==> config.mk <==
export PLATFORM = sky130hd
export DESIGN_NAME = uart_rx
export DESIGN_NICKNAME = d
export VERILOG_FILES = /design/src/rtl/uart_rx.sv
export SDC_FILE = /design/constraint.sdc
export NUM_CORES = 1
export LEC_CHECK = 0
export ABC_AREA = 1
export CAP_MARGIN = 15
export CORE_MARGIN = 2
export CORE_UTILIZATION = 65
export CTS_BUF_LIST = sky130_fd_sc_hd__clkbuf_4 sky130_fd_sc_hd__clkbuf_8
export DETAILED_ROUTE_END_ITERATION = 8
export PLACE_DENSITY = 0.95
export SYNTH_ARGS = -nofsm -noshare
export SYNTH_HDL_FRONTEND = slang
export SYNTH_SLANG_ARGS = --single-unit
export TNS_END_PERCENT = 20
==> constraint.sdc <==
create_clock -name i_Clock -period 2.87 [get_ports i_Clock]
set_input_delay 0.574 -clock i_Clock [delete_from_list [all_inputs] [get_ports i_Clock]]
set_output_delay 0.574 -clock i_Clock [all_outputs]
set_load 0.02 [all_outputs]
==> src/rtl/uart_rx.sv <==
// uart_rx: 8N1 UART receiver (one start bit, 8 data bits LSB first, one stop bit).
//
// The serial line goes through a two-flop synchroniser. A start bit is accepted
// only if the line is still low at mid-bit. Each data bit and the stop bit are
// then sampled one full bit time apart, which lands near mid-bit. A good frame
// updates o_RX_Byte and pulses o_RX_DV. A low stop bit pulses o_RX_Frame_Err,
// discards the frame, and waits for the line to return high before it looks for
// a new start bit.
//
// Parameters:
//   CLKS_PER_BIT   clock cycles per UART bit (f_clk / baud), must be >= 4
//
// Ports:
//   i_Clock         system clock, rising edge
//   i_Rst           asynchronous active-high reset
//   i_RX_Serial     asynchronous serial input, idle high
//   o_RX_DV         one-cycle strobe; o_RX_Byte is valid in the same cycle
//   o_RX_Byte       last correctly framed byte, held between frames
//   o_RX_Active     high from a validated start bit until the stop-bit sample
//   o_RX_Frame_Err  one-cycle strobe when the stop bit is sampled low
module uart_rx #(
  parameter int CLKS_PER_BIT = 217
) (
  input  logic       i_Clock,
  input  logic       i_Rst,
  input  logic       i_RX_Serial,
  output logic       o_RX_DV,
  output logic [7:0] o_RX_Byte,
  output logic       o_RX_Active,
  output logic       o_RX_Frame_Err
);

  localparam int CNT_W = $clog2(CLKS_PER_BIT) + 1;
  localparam int HALF  = (CLKS_PER_BIT - 1) / 2;

  localparam logic [CNT_W-1:0] HALF_CNT = CNT_W'(HALF);
  localparam logic [CNT_W-1:0] LAST_CNT = CNT_W'(CLKS_PER_BIT - 1);

  typedef enum logic [2:0] {
    IDLE       = 3'd0,
    START      = 3'd1,
    DATA       = 3'd2,
    STOP       = 3'd3,
    BREAK_WAIT = 3'd4
  } state_t;

  state_t           state;
  logic             rx_meta;
  logic             rx_s;
  logic [CNT_W-1:0] cnt;
  logic [2:0]       bit_idx;
  logic [7:0]       shift_reg;

  // NOTE: every register here is updated with non-blocking assignments so that
  // all flops take the values they had before the edge. This matters most for
  // the synchroniser: rx_s must get the old rx_meta, not the new one.
  always_ff @(posedge i_Clock or posedge i_Rst) begin
    if (i_Rst) begin
      // Synchroniser resets to the idle line level so leaving reset never
      // looks like a start bit.
      rx_meta        <= 1'b1;
      rx_s           <= 1'b1;
      state          <= IDLE;
      cnt            <= '0;
      bit_idx        <= '0;
      shift_reg      <= '0;
      o_RX_DV        <= 1'b0;
      o_RX_Byte      <= '0;
      o_RX_Active    <= 1'b0;
      o_RX_Frame_Err <= 1'b0;
    end else begin
      rx_meta <= i_RX_Serial;
      rx_s    <= rx_meta;

      // Strobes are low unless a state below raises them for this one cycle.
      o_RX_DV        <= 1'b0;
      o_RX_Frame_Err <= 1'b0;

      case (state)
        IDLE: begin
          cnt     <= '0;
          bit_idx <= '0;
          if (!rx_s) state <= START;
        end

        START: begin
          if (cnt < HALF_CNT) begin
            cnt <= cnt + 1'b1;
          end else if (!rx_s) begin
            // Still low at mid start bit: a real frame. From here on every
            // full bit period lands on the middle of the next bit.
            cnt         <= '0;
            state       <= DATA;
            o_RX_Active <= 1'b1;
          end else begin
            // Line went back high: glitch, no output activity.
            state <= IDLE;
          end
        end

        DATA: begin
          if (cnt < LAST_CNT) begin
            cnt <= cnt + 1'b1;
          end else begin
            cnt                <= '0;
            shift_reg[bit_idx] <= rx_s;
            if (bit_idx < 3'd7) begin
              bit_idx <= bit_idx + 1'b1;
            end else begin
              bit_idx <= '0;
              state   <= STOP;
            end
          end
        end

        STOP: begin
          if (cnt < LAST_CNT) begin
            cnt <= cnt + 1'b1;
          end else begin
            // Leave at the stop-bit mid-sample so a start bit that follows the
            // stop bit immediately is still caught.
            cnt         <= '0;
            o_RX_Active <= 1'b0;
            if (rx_s) begin
              o_RX_Byte <= shift_reg;
              o_RX_DV   <= 1'b1;
              state     <= IDLE;
            end else begin
              o_RX_Frame_Err <= 1'b1;
              state          <= BREAK_WAIT;
            end
          end
        end

        BREAK_WAIT: begin
          // A line held low (break) must not be taken as a new start bit.
          if (rx_s) state <= IDLE;
        end

        default: state <= IDLE;
      endcase
    end
  end

endmodule

==> impl_metrics.json, run 1 <==
{
  "run_status": "finished, violations left",
  "failed_checks": "DRC",
  "total_power_mw": 0.887,
  "netlist_instances": 236,
  "clock-sinks": 36,
  "cts.clk_slew.worst_paths_ns": 0.11,
  "crit_path_top_delay_cell": "clkdlybuf4s50_1",
  "cp_top_family": "buffers and inverters",
  "via_per_inst": 5.73,
  "synth-simple-area-share_pct": 39.6,
  "tritoncts": "done",
  "slew_headroom_pct": 69.9,
  "dpl.hpwl_um": 2720,
  "worstSetupEndpointType": "primary output",
  "cts_resized": 0,
  "startpoint_type": "flip-flop",
  "path_class": "flip-flop to primary output",
  "powerDensity_nw_per_um2": 412,
  "min_path_type": "flip-flop to flip-flop",
  "cp.required_ns": 2.30,
  "fin_crit_ns": 1.89,
  "grt_usage_pct": 25.7,
  "dr.pass1.iters": 9,
  "slew_violations": 0,
  "p_leak_nw": 1.18,
  "fmax_mhz": 529,
  "worstPathArrival_ns": 1.32,
  "yosys.area_share.xor_xnor_pct": 1.35,
  "start_util_pct": 69.5,
  "area_growth_pct": 10.5,
  "synth-compound-area-share_pct": 3.53,
  "drv_cap": 0,
  "antenna_found_initial": 0,
  "drt-initial-drc-count": 125,
  "max_stage_delay_ns": 0.60,
  "avgRoutedWirePerCell_um": 13.4,
  "drc": 4,
  "synthTopCellsByCount": "nand2_1 (77), dfrtp_1 (34), nand3_1 (31), inv_1 (23), nand4_1 (16)",
  "cp_max_fo": 2,
  "synth_top_family_by_area": "simple AND/OR/NAND/NOR gates",
  "maxUsedRoutingLayer": "met4",
  "die_w_um": 58.8,
  "cts-buffers-inserted": 5,
  "root_buffer": "clkbuf_4",
  "grt_pass1_vias": 1567,
  "yosys.area.top_type": "dfrtp_1",
  "std_cell_rows": 19,
  "vias": 1622,
  "grt_pass1_wl_um": 6620,
  "largest_reg_flops": 9,
  "io_pins": 14,
  "htree_levels": 2,
  "synth_edf_count": 0,
  "rsz0062_at_grt": "no",
  "holdBufCountCts": 0,
  "synth.area.top_cells": "dfrtp_1 (44%), nand2_1 (15%), nand3_1 (8.0%)",
  "finalCritPeriodShare_pct": 65.9,
  "fill_cells": 197,
  "synthArstFlopShare_pct": 100,
  "synth_area_sq_um": 1950,
  "clk_latency_ns": 0.35,
  "dieArea_sq_um": 3450,
  "io_buffer_count": 13,
  "setup_tns_ns": 0,
  "clock_skew_ns": 0.00885,
  "gr-total-overflow": 0,
  "setup_viol": 0,
  "final_nets": 256,
  "synth_mux_area_share_pct": 0,
  "synth.ff_latch_count": 36,
  "clock_path_buffers": 2,
  "yosysWarnings": 0,
  "antenna_cells": 0,
  "finalWeightedCongestion": 0.850,
  "synth_ff_type": "dfrtp_1",
  "synth_fa_ha_area_share_pct": 1.28,
  "dr_wl_met3_um": 242,
  "synth_nets": 241,
  "drive_gt1_share_pct": 11.5,
  "wl_met1_um": 1690,
  "synth_top_area_share_pct": 43.6,
  "crit_start": "o_RX_Byte[1]$_DFFE_PP0P_",
  "r2r-start": "state[1]$_DFFE_PP0P_",
  "worst_pin_slew_ns": 0.452,
  "grt_max_degree": 37,
  "synth.avg_cell_area_sq_um": 8.26,
  "finalHoldViolations": 0,
  "ys_seq_area_share_pct": 46.3,
  "synth_cell_types": 30,
  "post-cts-setup-buffer-count": 0,
  "crit_path_cell_trace": "clkdlybuf4s50_1",
  "postLayoutCellArea_sq_um": 2150,
  "peakVddDrop_uv": 469,
  "placed_area_sq_um": 2070,
  "yosysMostFrequentCell": "nand2_1",
  "die_h_um": 58.8,
  "core_sq_um": 2810,
  "cp.buffers_inverters": 1,
  "ant_nets": 0,
  "drt_wl_total_um": 3790,
  "hold_path_startpoint": "rx_meta$_DFF_PP1_",
  "final_util_pct": 76.8,
  "wl_met2_um": 1810
}
==> area by class of cell <==
class | count | area (sq um) | area share [%]
Clock buffer | 5 | 37.5 | 1.74
Clock inverter | 3 | 42.5 | 1.97
Inverter | 26 | 103 | 4.76
Multi-Input combinational cell | 168 | 892 | 41.4
Sequential cell | 36 | 903 | 41.9
Tap cell | 31 | 38.8 | 1.80
Timing Repair Buffer | 14 | 138 | 6.39
==> stage by stage <==
step	hold slack, ns	cells	worst slack, ns
2_1_floorplan	0.345	236	1.50
3_3_place_gp	0.347	275	1.38
3_5_place_dp	0.353	275	1.30
4_1_cts	0.361	283	0.967
5_1_grt	0.358	283	0.915
6_report	0.356	283	0.978
==> worst paths after layout <==
kind | to | slack [ns] | cells past startpoint
worst max-delay path | o_RX_Byte[1] | 0.98 | 1
worst min register to register | rx_s$_DFF_PP1_ | 0.36 | 0
worst max register to register | state[1]$_DFFE_PP0P_ | 1.27 | 5
max in group asynchronous | rx_meta$_DFF_PP1_ | 1.88 | 3
min in group asynchronous | bit_idx[0]$_DFFE_PP0P_ | 0.64 | 3
worst min-delay path | rx_s$_DFF_PP1_ | 0.36 | 0
==> layout by cell type (no fill, tap or decap) <==
cell | Yosys | routed
a21oi_1 | 2 | 2
a31oi_1 | 1 | 1
buf_4 | 2 | 1
bufinv_16 | 0 | 1
clkbuf_4 | 0 | 5
clkdlybuf4s50_1 | 0 | 13
clkinv_2 | 0 | 1
clkinv_4 | 1 | 1
clkinvlp_4 | 0 | 1
dfrtp_1 | 34 | 34
dfstp_2 | 2 | 2
ha_1 | 2 | 2
inv_1 | 23 | 23
inv_2 | 2 | 2
nand2_1 | 77 | 77
nand2_2 | 3 | 3
nand2_4 | 3 | 3
nand3_1 | 31 | 31
nand3_2 | 2 | 2
nand4_1 | 16 | 16
nor2_1 | 11 | 11
nor2_2 | 1 | 1
nor2_4 | 2 | 2
nor2_8 | 4 | 4
nor3_1 | 1 | 1
o21a_1 | 1 | 1
o21ai_0 | 2 | 2
o21ai_1 | 4 | 4
o21bai_1 | 2 | 2
xnor2_1 | 1 | 1
xor2_1 | 2 | 2
==> logic make-up after synthesis <==
group           count (synthesis)
compound gates                 12
simple gates                  151
flops                          36
xor+xnor                        3
fa+ha+maj                       2
buf+inv                        32
==> layer usage <==
metal | vias to the layer above | track usage [%]
li1 | 795 | -
met1 | 756 | 33.1
met2 | 67 | 41.3
met3 | 4 | 6.81
met4 | 0 | 10.4
met5 | - | 0
==> power by group <==
| part | internal, mW | total (mW) | switching, mW | leakage (nW) |
|---|---|---|---|---|
| Clock | 0.182 | 0.358 | 0.177 | 0.0412 |
| Sequential | 0.510 | 0.513 | 0.00322 | 0.481 |
| Combinational | 0.00399 | 0.0156 | 0.0116 | 0.656 |
| Total | 0.695 | 0.887 | 0.192 | 1.18 |
Power figures use the tool's default switching activity.
==> run 2: changes to the inputs <==
--- a/config.mk
+++ b/config.mk
@@ -8,10 +8,10 @@
 export ABC_AREA = 1
 export CAP_MARGIN = 15
 export CORE_MARGIN = 2
-export CORE_UTILIZATION = 65
+export CORE_UTILIZATION = 60
 export CTS_BUF_LIST = sky130_fd_sc_hd__clkbuf_4 sky130_fd_sc_hd__clkbuf_8
 export DETAILED_ROUTE_END_ITERATION = 8
-export PLACE_DENSITY = 0.95
+export PLACE_DENSITY = 0.9
 export SYNTH_ARGS = -nofsm -noshare
 export SYNTH_HDL_FRONTEND = slang
 export SYNTH_SLANG_ARGS = --single-unit
==> constraint.sdc (replaced) <==
create_clock -name i_Clock -period 1.95 [get_ports i_Clock]
set_input_delay 0.39 -clock i_Clock [delete_from_list [all_inputs] [get_ports i_Clock]]
set_output_delay 0.39 -clock i_Clock [all_outputs]
set_load 0.02 [all_outputs]
==> run 2 against run 1 <==
Register-to-register slack got worse by 0.88 ns; die area increased by 7.8%; hold slack improved by 0.0093 ns; global-route usage decreased by 1.4 points; cell area increased by 0.75%; first-iteration DRC count decreased by 7.2%; clock skew decreased by 0.0021 ns; the flow now finishes without violations.
==> impl_metrics.json, run 2 (synthesis results as in run 1) <==
{
  "drt_wl_total_um": 3710,
  "fmax_mhz": 581,
  "final_cell_mix": "nand2_1 (77), dfrtp_1 (34), nand3_1 (31)",
  "clock_path_buffers": 2,
  "holdBufCountCts": 0,
  "dr.pass1.iters": 4,
  "die_h_um": 61,
  "seq_power_share_pct": 57.8,
  "drt-initial-drc-count": 116,
  "total_power_mw": 1.31,
  "slew_violations": 0,
  "finalCritPeriodShare_pct": 88.3,
  "drc": 0,
  "tritoncts": "done",
  "antenna_cells": 0,
  "finalHoldViolations": 0,
  "setup_viol": 0,
  "crit_path_cell_trace": "clkdlybuf4s50_1",
  "grt_usage_pct": 24.3,
  "dpl.hpwl_um": 2550,
  "powerDensity_nw_per_um2": 601,
  "post-cts-setup-buffer-count": 0,
  "pre_cts_ws_ns": 0.494,
  "vias": 1589,
  "clock-sinks": 36,
  "final_util_pct": 70.5,
  "grt_pass1_vias": 1533,
  "path_class": "flip-flop to primary output",
  "fill_cells": 237,
  "p_leak_nw": 1.18,
  "min_path_type": "flip-flop to flip-flop",
  "worstSetupEndpointType": "primary output",
  "cp.required_ns": 1.56,
  "clock_skew_ns": 0.00676,
  "switching_share_pct": 21.7,
  "rsz0062_at_grt": "no",
  "dieArea_sq_um": 3720,
  "final_nets": 256,
  "gr-total-overflow": 0,
  "cts-buffers-inserted": 5,
  "cp.buffers_inverters": 1,
  "grt_max_degree": 37,
  "p_int_mw": 1.02,
  "grt_pass1_wl_um": 6490,
  "die_w_um": 61,
  "run_status": "finished, final reports clean",
  "finalWeightedCongestion": 0.896,
  "clk_latency_ns": 0.36,
  "drv_cap": 0,
  "crit_path_top_delay_cell": "clkdlybuf4s50_1",
  "start_util_pct": 63.3,
  "htree_levels": 2,
  "multi_input_area_sq_um": 892,
  "max_stage_delay_ns": 0.60,
  "slew_headroom_pct": 71.0,
  "antenna_found_initial": 0,
  "fin_crit_ns": 1.72,
  "clkPwrFrac_pct": 40.5,
  "via_per_inst": 5.37,
  "dpl.cell_count": 288,
  "finalWorstSetupSlack_ns": 0.228,
  "io_buffer_count": 13,
  "worst_pin_slew_ns": 0.436,
  "regArea_sq_um": 903,
  "cp_max_fo": 2,
  "worstPathArrival_ns": 1.33,
  "startpoint_type": "flip-flop",
  "core_sq_um": 3080,
  "p_comb_share_pct": 1.7,
  "root_buffer": "clkbuf_4",
  "std_cell_rows": 20,
  "cp_top_family": "buffers and inverters",
  "io_pins": 14,
  "ant_nets": 0,
  "cts.clk_slew.worst_paths_ns": 0.11,
  "avgRoutedWirePerCell_um": 12.5,
  "largest_reg_flops": 9,
  "mostFrequentLayoutCell": "nand2_1",
  "cts_resized": 0,
  "peakVddDrop_uv": 345,
  "drive_gt1_share_pct": 11.5,
  "final_cells": 296,
  "p_sw_mw": 0.283,
  "area_growth_pct": 11.4,
  "setup_tns_ns": 0
}
-- run 2: cell counts in the layout (fill, tap and decap cells not counted) --
Identical to the previous run, type by type.
-- run 2: worst paths after layout --
| kind | slack, ns | end | cells after the start | from |
|---|---|---|---|---|
| hold / removal | 0.37 | rx_s$_DFF_PP1_ | 0 | rx_meta$_DFF_PP1_ |
| max in group asynchronous | 1.16 | rx_s$_DFF_PP1_ | 3 | i_Rst |
| setup / recovery | 0.23 | o_RX_Byte[2] | 1 | o_RX_Byte[2]$_DFFE_PP0P_ |
| hold reg to reg | 0.37 | rx_s$_DFF_PP1_ | 0 | rx_meta$_DFF_PP1_ |
| setup reg to reg | 0.39 | state[1]$_DFFE_PP0P_ | 6 | state[1]$_DFFE_PP0P_ |
| min in group asynchronous | 0.44 | cnt[6]$_DFFE_PP0P_ | 3 | i_Rst |
-- run 2: final cells by class --
cell class	instances	share of cell area [%]
Sequential cell	36	41.6
Multi-Input combinational cell	168	41.1
Timing Repair Buffer	14	6.34
Inverter	26	4.73
Tap cell	44	2.54
Clock inverter	3	1.96
Clock buffer	5	1.73
-- run 2: per-stage QoR --
step / cell area [sq um] / hold WS [ns]
floorplan: 1950 / 0.345
global placement: 2090 / 0.349
detailed placement: 2090 / 0.347
CTS: 2170 / 0.368
global route: 2170 / 0.373
finish: 2170 / 0.366
-- run 2: worst reg2reg max path: cells and delay by family (launching register included) --
kind	cells	cell delay (ns)
buffers and inverters	1	0.15
and+or+nand+nor	5	0.75
DFF	1	0.61
-- run 2: power groups by stage --
stage               Sequential (mW)  Combinational (mW)  Clock, mW
CTS                           0.755              0.0237      0.533
detailed placement            0.769              0.0236          0
global route                  0.755              0.0266      0.558
global placement              0.769              0.0232          0
finish                        0.755              0.0224      0.528
floorplan                     0.766              0.0160          0
-- run 2: metal layers --
layer | track usage [%] | vias to the layer above | share of wire, %
met2 | 38.9 | 44 | 47
met3 | 4.05 | 7 | 5.3
met5 | 0 | - | 0
li1 | - | 796 | -
met1 | 31.3 | 742 | 45
met4 | 13.7 | 0 | 2.0
